File: config.mk
export PLATFORM = sky130hd
export DESIGN_NAME = multicycle_control_fsm
export DESIGN_NICKNAME = d
export VERILOG_FILES = /design/src/rtl/multicycle_control_fsm.sv
export SDC_FILE = /design/constraint.sdc
export NUM_CORES = 1
export LEC_CHECK = 0
export BUFFER_PORTS_ARGS = -buffer_cell sky130_fd_sc_hd__buf_4
export CAP_MARGIN = 0
export CORE_UTILIZATION = 45
export DETAILED_ROUTE_END_ITERATION = 12
export PLACE_DENSITY = 0.78
export SLEW_MARGIN = 30
export SYNTH_ARGS = -nofsm -noshare
export SYNTH_HDL_FRONTEND = slang
export SYNTH_SLANG_ARGS = --single-unit
export TNS_END_PERCENT = 1
File: constraint.sdc
create_clock -name clk -period 3.1 [get_ports clk]
set_clock_uncertainty 0.2 [all_clocks]
set_input_delay 0.465 -clock clk [delete_from_list [all_inputs] [get_ports clk]]
set_output_delay 0.465 -clock clk [all_outputs]
set_load 0.02 [all_outputs]
File: src/rtl/multicycle_control_fsm.sv
// Multi-cycle RV32I main controller: sequences fetch/decode/execute/memory/writeback and drives datapath enables.
// Optional performance counters (cycle_count, instret) are built when CTRL_PERF_CNT_EN is defined.
module multicycle_control_fsm #(
  parameter int MEM_TIMEOUT = 0,
  parameter int STATE_W     = 4
) (
  input  logic               clk,
  input  logic               reset,
  input  logic [6:0]         Opcode,
  input  logic               branch_taken,
  input  logic               mem_ready,
  output logic               PCWrite,
  output logic               IRWrite,
  output logic               AdrSrc,
  output logic               MemRead,
  output logic               MemWrite,
  output logic               RegWrite,
  output logic [1:0]         ALUSrcA,
  output logic [1:0]         ALUSrcB,
  output logic [1:0]         ALUOp,
  output logic [1:0]         ResultSrc,
  output logic [2:0]         ImmSrc,
  output logic [STATE_W-1:0] state,
  output logic               illegal
`ifdef CTRL_PERF_CNT_EN
  ,
  output logic [31:0]        cycle_count,
  output logic [31:0]        instret
`endif
);

  localparam logic [6:0] OP_LOAD   = 7'b0000011;
  localparam logic [6:0] OP_STORE  = 7'b0100011;
  localparam logic [6:0] OP_RTYPE  = 7'b0110011;
  localparam logic [6:0] OP_ITYPE  = 7'b0010011;
  localparam logic [6:0] OP_BRANCH = 7'b1100011;
  localparam logic [6:0] OP_JAL    = 7'b1101111;
  localparam logic [6:0] OP_JALR   = 7'b1100111;
  localparam logic [6:0] OP_LUI    = 7'b0110111;
  localparam logic [6:0] OP_AUIPC  = 7'b0010111;

  typedef enum logic [3:0] {
    FETCH    = 4'd0,
    DECODE   = 4'd1,
    MEMADR   = 4'd2,
    MEMREAD  = 4'd3,
    MEMWB    = 4'd4,
    MEMWRITE = 4'd5,
    EXECR    = 4'd6,
    EXECI    = 4'd7,
    ALUWB    = 4'd8,
    BRANCH   = 4'd9,
    JAL      = 4'd10,
    JALR     = 4'd11,
    UPPER    = 4'd12,
    TRAP     = 4'd13
  } state_t;

  state_t      r_state;
  state_t      w_nextState;
  logic [31:0] r_waitCnt;
  logic        r_illegal;
  logic        w_waiting;
  logic        w_timeout;

  // A wait cycle is any cycle spent in a memory-handshake state without mem_ready.
  assign w_waiting = !mem_ready &&
                     ((r_state == FETCH) || (r_state == MEMREAD) || (r_state == MEMWRITE));
  assign w_timeout = (MEM_TIMEOUT != 0) && w_waiting &&
                     (r_waitCnt == 32'(MEM_TIMEOUT - 1));

  always_ff @(posedge clk or posedge reset) begin
    if (reset) begin
      r_state   <= FETCH;
      r_waitCnt <= '0;
      r_illegal <= 1'b0;
    end else begin
      r_state   <= w_nextState;
      r_waitCnt <= ((MEM_TIMEOUT != 0) && w_waiting && !w_timeout) ? r_waitCnt + 32'd1 : '0;
      r_illegal <= r_illegal | (w_nextState == TRAP);
    end
  end

  always_comb begin
    w_nextState = r_state;
    case (r_state)
      FETCH:    if (mem_ready) w_nextState = DECODE;
      DECODE: begin
        case (Opcode)
          OP_LOAD, OP_STORE: w_nextState = MEMADR;
          OP_RTYPE:          w_nextState = EXECR;
          OP_ITYPE:          w_nextState = EXECI;
          OP_BRANCH:         w_nextState = BRANCH;
          OP_JAL:            w_nextState = JAL;
          OP_JALR:           w_nextState = JALR;
          OP_LUI, OP_AUIPC:  w_nextState = UPPER;
          default:           w_nextState = TRAP;
        endcase
      end
      MEMADR:   w_nextState = (Opcode == OP_LOAD) ? MEMREAD : MEMWRITE;
      MEMREAD:  if (mem_ready) w_nextState = MEMWB;
      MEMWB:    w_nextState = FETCH;
      MEMWRITE: if (mem_ready) w_nextState = FETCH;
      EXECR:    w_nextState = ALUWB;
      EXECI:    w_nextState = ALUWB;
      ALUWB:    w_nextState = FETCH;
      BRANCH:   w_nextState = FETCH;
      JAL:      w_nextState = ALUWB;
      JALR:     w_nextState = ALUWB;
      UPPER:    w_nextState = ALUWB;
      TRAP:     w_nextState = TRAP;
      default:  w_nextState = TRAP;
    endcase
    if (w_timeout) w_nextState = TRAP;
  end

  // Outputs are forced inactive while reset is held so no request or write escapes.
  always_comb begin
    PCWrite   = 1'b0;
    IRWrite   = 1'b0;
    AdrSrc    = 1'b0;
    MemRead   = 1'b0;
    MemWrite  = 1'b0;
    RegWrite  = 1'b0;
    ALUSrcA   = 2'd0;
    ALUSrcB   = 2'd0;
    ALUOp     = 2'd0;
    ResultSrc = 2'd0;
    ImmSrc    = 3'd0;
    if (!reset) begin
      case (Opcode)
        OP_STORE:         ImmSrc = 3'd1;
        OP_BRANCH:        ImmSrc = 3'd2;
        OP_LUI, OP_AUIPC: ImmSrc = 3'd3;
        OP_JAL:           ImmSrc = 3'd4;
        default:          ImmSrc = 3'd0;
      endcase
      case (r_state)
        FETCH: begin
          MemRead = 1'b1;
          ALUSrcB = 2'd2;
          if (mem_ready) begin
            IRWrite   = 1'b1;
            PCWrite   = 1'b1;
            ResultSrc = 2'd2;
          end
        end
        DECODE: begin
          ALUSrcA = 2'd1;
          ALUSrcB = 2'd1;
        end
        MEMADR: begin
          ALUSrcA = 2'd2;
          ALUSrcB = 2'd1;
        end
        MEMREAD: begin
          MemRead = 1'b1;
          AdrSrc  = 1'b1;
        end
        MEMWB: begin
          ResultSrc = 2'd1;
          RegWrite  = 1'b1;
        end
        MEMWRITE: begin
          MemWrite = 1'b1;
          AdrSrc   = 1'b1;
        end
        EXECR: begin
          ALUSrcA = 2'd2;
          ALUOp   = 2'd2;
        end
        EXECI: begin
          ALUSrcA = 2'd2;
          ALUSrcB = 2'd1;
          ALUOp   = 2'd2;
        end
        ALUWB:    RegWrite = 1'b1;
        BRANCH: begin
          ALUSrcA = 2'd2;
          ALUOp   = 2'd1;
          PCWrite = branch_taken;
        end
        JAL: begin
          ALUSrcA = 2'd1;
          ALUSrcB = 2'd2;
          PCWrite = 1'b1;
        end
        JALR: begin
          ALUSrcA   = 2'd2;
          ALUSrcB   = 2'd1;
          ResultSrc = 2'd2;
          PCWrite   = 1'b1;
        end
        UPPER: begin
          ALUSrcA = (Opcode == OP_AUIPC) ? 2'd1 : 2'd2;
          ALUSrcB = 2'd1;
        end
        default: ;
      endcase
    end
  end

  assign state   = STATE_W'(r_state);
  assign illegal = r_illegal;

`ifdef CTRL_PERF_CNT_EN
  logic [31:0] r_cycleCount;
  logic [31:0] r_instret;
  logic        w_retire;

  // An instruction retires on the last step back to FETCH from a terminal state.
  assign w_retire = (w_nextState == FETCH) &&
                    ((r_state == MEMWB) || (r_state == MEMWRITE) ||
                     (r_state == ALUWB) || (r_state == BRANCH));

  always_ff @(posedge clk or posedge reset) begin
    if (reset) begin
      r_cycleCount <= '0;
      r_instret    <= '0;
    end else begin
      r_cycleCount <= r_cycleCount + 32'd1;
      if (w_retire) r_instret <= r_instret + 32'd1;
    end
  end

  assign cycle_count = r_cycleCount;
  assign instret     = r_instret;
`endif

endmodule

# Yosys cells after proc, flatten, opt, wreduce, memory -nomap -nowiden
# Index checks and enable logic that the tools add are counted.
[word_totals]
elab_cells = 70
output_inout_bits = 22
ff_bits = 5
input_bits = 11
[classes]
reduce_logical = 14
eq_ne = 22
muxes = 31
bitwise_logic = 1
[op_table]
columns = ["operator", "count"]
rows = [
  ["$pmux W4 S7", 2],
  ["$eq A4 B4 Y1 const B", 6],
  ["$eq A7 B6 Y1 const B", 3],
  ["$eq A7 B7 Y1 const B", 3],
  ["$reduce_or A2 Y1", 9],
  ["$eq A4 B3 Y1 const B", 4],
  ["$reduce_or A5 Y1", 3],
  ["$eq A7 B5 Y1 const B", 2],
  ["$mux W1", 12],
  ["$mux W2", 6],
  ["$mux W4", 3],
  ["$pmux W2 S3", 2],
  ["$pmux W3 S4", 1],
  ["$eq A4 B2 Y1 const B", 2],
  ["$pmux W2 S2", 2],
  ["$eq A7 B2 Y1 const B", 1],
  ["$mux W3", 2],
  ["$eq A4 B1 Y1 const B", 1],
  ["$logic_not A4 Y1", 1],
  ["$pmux W1 S3", 1],
  ["$reduce_or A3 Y1", 1],
  ["$or A1 B1 Y1", 1],
]

# Logic depth before layout (Yosys ltp)
[depth]
ltp_word = 6
depth_mapped = 6
mapped_depth_nobuf = 5

# Worst setup path before layout
# Ideal clock, no wire load.
[synth_path]
path_type = "input -> output"
startpoint = "input port Opcode[2]"
endpoint = "output port ImmSrc[0]"
path_buffers = 0
path_slack_ns = 0.658
path_stages = 3
required_time_ns = 2.435
t_arrival_ns = 1.777
path_cell_list = "nor2_1 > nand2_1 > a2111oi_0"
[synth_via]
elab_chain_cells = 4
word_cells_on_any_way = 8
classes_between = "eq/ne (5); mux (2); reduce/logical (1)"
[synth_rtl]
columns = ["element", "line_no", "rtl"]
rows = [
  ["start, declared", "9", "input logic [6:0] Opcode,"],
  ["$eq A7 B5 Y1 / $eq A7 B6 Y1 (equally long branches)", "131", "case (Opcode)"],
  ["$reduce_or A2 Y1", "131", ""],
  ["$pmux W3 S4 *", "131", ""],
  ["$mux W3 *", "130", "if (!reset) begin"],
  ["end, declared", "22", "output logic [2:0] ImmSrc,"],
]
# Mark *: on every way between the ends. The rest lies on a longest branch, timed or not.

# Worst setup path in the final report
[layout_path]
startpoint = "input port Opcode[3]"
endpoint = "output port ALUSrcA[0]"
[layout_via]
elab_chain_cells = 4
[layout_rtl]
columns = ["element", "line_no", "rtl"]
rows = [
  ["$eq A7 B5 Y1", "195", "ALUSrcA = (Opcode == OP_AUIPC) ? 2'd1 : 2'd2;"],
  ["$mux W2", "195", ""],
  ["$pmux W2 S3", "138", "case (r_state)"],
  ["$mux W2", "130", ""],
  ["end, declared", "18", "output logic [1:0] ALUSrcA,"],
]
# No other way between the ends.

==> metrics.log <==
[metrics] run status: complete, no violations
[metrics] most common cell after layout, fill and taps aside: sky130_fd_sc_hd__buf_4
[metrics] data arrival time of the critical path: 1940 ps
[metrics] vias in the first global route: approximately 700
[metrics] crit-path cells: buf_4 > nand3b_1 > or4_1 > o21ai_1 > nand3_1 > a21oi_1 > buf_4
[metrics] final-report setup violation count: 0
[metrics] Critical Path Slowest Stage Cell: sky130_fd_sc_hd__or4_1
[metrics] path type of the worst min-delay path: input port to asynchronous set/reset pin
[metrics] proportion of synthesized chip area in sequential cells: 17.8%
[metrics] Pleak: approximately 0.43 nW
[metrics] biggest area consumer among synthesized cells: sky130_fd_sc_hd__dfrtp_1
[metrics] sum of internal, switching and leakage power: roughly 0.67 mW
[metrics] area delta synth->final: 33.5%
[metrics] share of layout cells above drive strength 1: 31.0%
[metrics] cell family with the largest share of critical-path delay: simple AND/OR/NAND/NOR gates
[metrics] post-CTS sizing: 0
[metrics] number of endpoints with negative hold slack in the final report: 0
[metrics] die span in x: 41.5 µm
[metrics] largest fanout on the critical path: 6
[metrics] Post-synth top flop: sky130_fd_sc_hd__dfrtp_1
[metrics] routed vias: 872
[metrics] peak supply drop: 0.453 mV
[metrics] length in cells of the worst reg-to-reg path: 5
[metrics] residual antenna-violating net count after detailed routing: 0
[metrics] Syn Std Cell Area: approximately 700 µm²
[metrics] # clock sinks: 5
[metrics] post-detail-place hpwl: 1.38 mm
[metrics] Final Critical Period: ~2600 ps
[metrics] final worst path period share: 83.9%
[metrics] global router's overall resource usage: 23.3%
[metrics] Port-buffer cells: 32
[metrics] initial cell density of the core: around half
[metrics] fraction of synthesis flops using an asynchronous set or reset pin: 100%
[metrics] number of antenna cells inserted: 0
[metrics] dominant cell type by count on the critical path: sky130_fd_sc_hd__buf_4
[metrics] later-pin clock latency in the skew report: 240 ps
[metrics] Core Rows: 13
[metrics] number of primary I/O pins: 33
[metrics] number of nets in the finished design: around 140
[metrics] number of nets in the synthesized netlist: 110
[metrics] transition time at the pin with the least slew margin: 679 ps
[metrics] remaining global-route overflow: 0
[metrics] Yosys warning count: 0
[metrics] setup repair after global routing missed its margin: false
[metrics] summed negative setup slack over all endpoints: 0 ps
[metrics] fraction of synthesized cell area taken by the top area cell type: 17.8%
[metrics] detailed-router iteration count before antenna repair: 4
[metrics] number of flops mapped to enable cells by yosys: 0
[metrics] number of buffers and inverters on the critical path: 2
[metrics] initial antenna violation count: 0
[metrics] maximum clock frequency: roughly 380 MHz
[metrics] post-CTS clock slew at the launch and capture registers of the worst setup and hold paths: 50 ps
[metrics] average via count per standard cell: 6.18
[metrics] Crit path required time: 2430 ps
[metrics] number of max-capacitance violations reported: 0
[metrics] number of buffers inserted during clock tree synthesis: 3
[metrics] flop and latch count out of synthesis: 5
[metrics] Synth area leaders: sky130_fd_sc_hd__dfrtp_1 18%, sky130_fd_sc_hd__nor2_1 5.9%, sky130_fd_sc_hd__nand2_1 4.8%
[metrics] mean cell area of the mapped netlist: just over 7 µm²
[metrics] buffers inserted by post-CTS timing repair: 0
[metrics] startpoint types: input port
[metrics] CTS Root Buffer Type: sky130_fd_sc_hd__clkbuf_4
[metrics] Die Outline Area: 0.00172 mm²
[metrics] wire length of the first global-routing pass: around 3.2 mm
[metrics] Residual DRC: 0
[metrics] Setup Crit Path Kind: input port to primary output
[metrics] Bufs on Longest Clock Path: 2
[metrics] core box area: 0.00138 mm²
[metrics] logic depth of the worst path, buffers included: 7
[metrics] commonest cells after routing, fill and taps aside: 32 x sky130_fd_sc_hd__buf_4, 11 x sky130_fd_sc_hd__nor2_1, 9 x sky130_fd_sc_hd__nand2_1
[metrics] distinct cell type count after synthesis: 44
[metrics] sort of element at the end of the critical path: primary output
[metrics] depth of the CTS H-tree: 1
[metrics] Gate Count Post-Synth: ~100
[metrics] max-slew headroom at the worst pin: 54.7%
[metrics] violation count after the first detailed-route iteration: 43
[metrics] number of pins exceeding their max-slew limit in the final report: 0
[metrics] maximum number of pins on one net before global-route repair: 25
[metrics] CTS tree: done
[metrics] Power Density: between 700 and 800 mW/mm²
[metrics] crit-path max cell delay: 540 ps
[metrics] final wirelength: about 1.9 mm
[metrics] Die Span Y: 41.5 µm
[metrics] routed length per instance: 13.7 µm
[metrics] # hold bufs at CTS: 0
[metrics] routability cong.: 0.837
[per-layer routing]
layer | share of wire [%] | track usage, %
met3 | 7.9 | 4.78
met1 | 44 | 31.9
met4 | 1.1 | 5.81
met5 | 0 | 0
met2 | 47 | 37.2
[synthesized netlist by cell type, types with 3 or more instances]
cell type,instances
sky130_fd_sc_hd__a211oi_1,4
sky130_fd_sc_hd__a21oi_1,5
sky130_fd_sc_hd__a31oi_1,4
sky130_fd_sc_hd__and3_1,4
sky130_fd_sc_hd__buf_2,4
sky130_fd_sc_hd__dfrtp_1,5
sky130_fd_sc_hd__inv_1,4
sky130_fd_sc_hd__nand2_1,9
sky130_fd_sc_hd__nand2b_1,3
sky130_fd_sc_hd__nand3b_1,3
sky130_fd_sc_hd__nor2_1,11
sky130_fd_sc_hd__nor3_1,3
sky130_fd_sc_hd__o21ai_0,4
[worst paths after layout]
kind | startpoint | end | slack (ps)
setup / recovery | Opcode[3] | ALUSrcA[0] | 500
hold / removal | reset | state[0]$_DFF_PP0_ | 20
setup reg to reg | state[1]$_DFF_PP0_ | illegal$_DFF_PP0_ | 880
hold reg to reg | illegal$_DFF_PP0_ | illegal$_DFF_PP0_ | 270
max in group asynchronous | reset | illegal$_DFF_PP0_ | 2480
min in group clk | illegal$_DFF_PP0_ | illegal$_DFF_PP0_ | 270
[sequential cells by signal, indices dropped and copies added, names as in the netlist]
name and flops:
state 4, illegal 1
[kinds of logic (layout without fill, tap and decap cells)]
group           Yosys count  in the layout  share of synthesized area [%]
buf+inv                  14             41                           9.80
simple gates             48             48                           39.6
flops                     5              5                           17.8
compound gates           30             30                           30.3
xor+xnor                  2              2                           2.50
[worst reg2reg max path, delay by kind of cell (launching register included)]
kind             cells  cell delay, ps
AO/OA/AOI/OAI        3             660
flip-flops           1             620
AND/OR/NAND/NOR      2             670
[layout make-up]
class / count / area [µm²]
Multi-Input combinational cell: 80 / 508
Fill cell: 134 / 445
Timing Repair Buffer: 32 / 240
Sequential cell: 5 / 125
Clock buffer: 4 / 26.3
Inverter: 5 / 18.8
Tap cell: 15 / 18.8
[stage by stage]
step | util (%) | worst slack, ps | hold WS [ps] | instances | area, µm²
floorplan | - | 658 | 54.2 | 99 | 702
global placement | 65.9 | 521 | 254 | 137 | 911
detailed placement | 65.9 | 510 | 265 | 137 | 911
CTS | 67.8 | 510 | 19.7 | 141 | 937
global route | 67.8 | 346 | 42.8 | 141 | 937
finish | 67.8 | 498 | 18.6 | 141 | 937
[report_power, final]
part	leakage, nW	internal, mW	switching [mW]
Sequential	0.0605	0.0837	0.0882
Combinational	0.353	0.191	0.234
Clock	0.0150	0.0486	0.0265
Total	0.429	0.323	0.349
No activity file was read; power rests on OpenSTA's default activity.
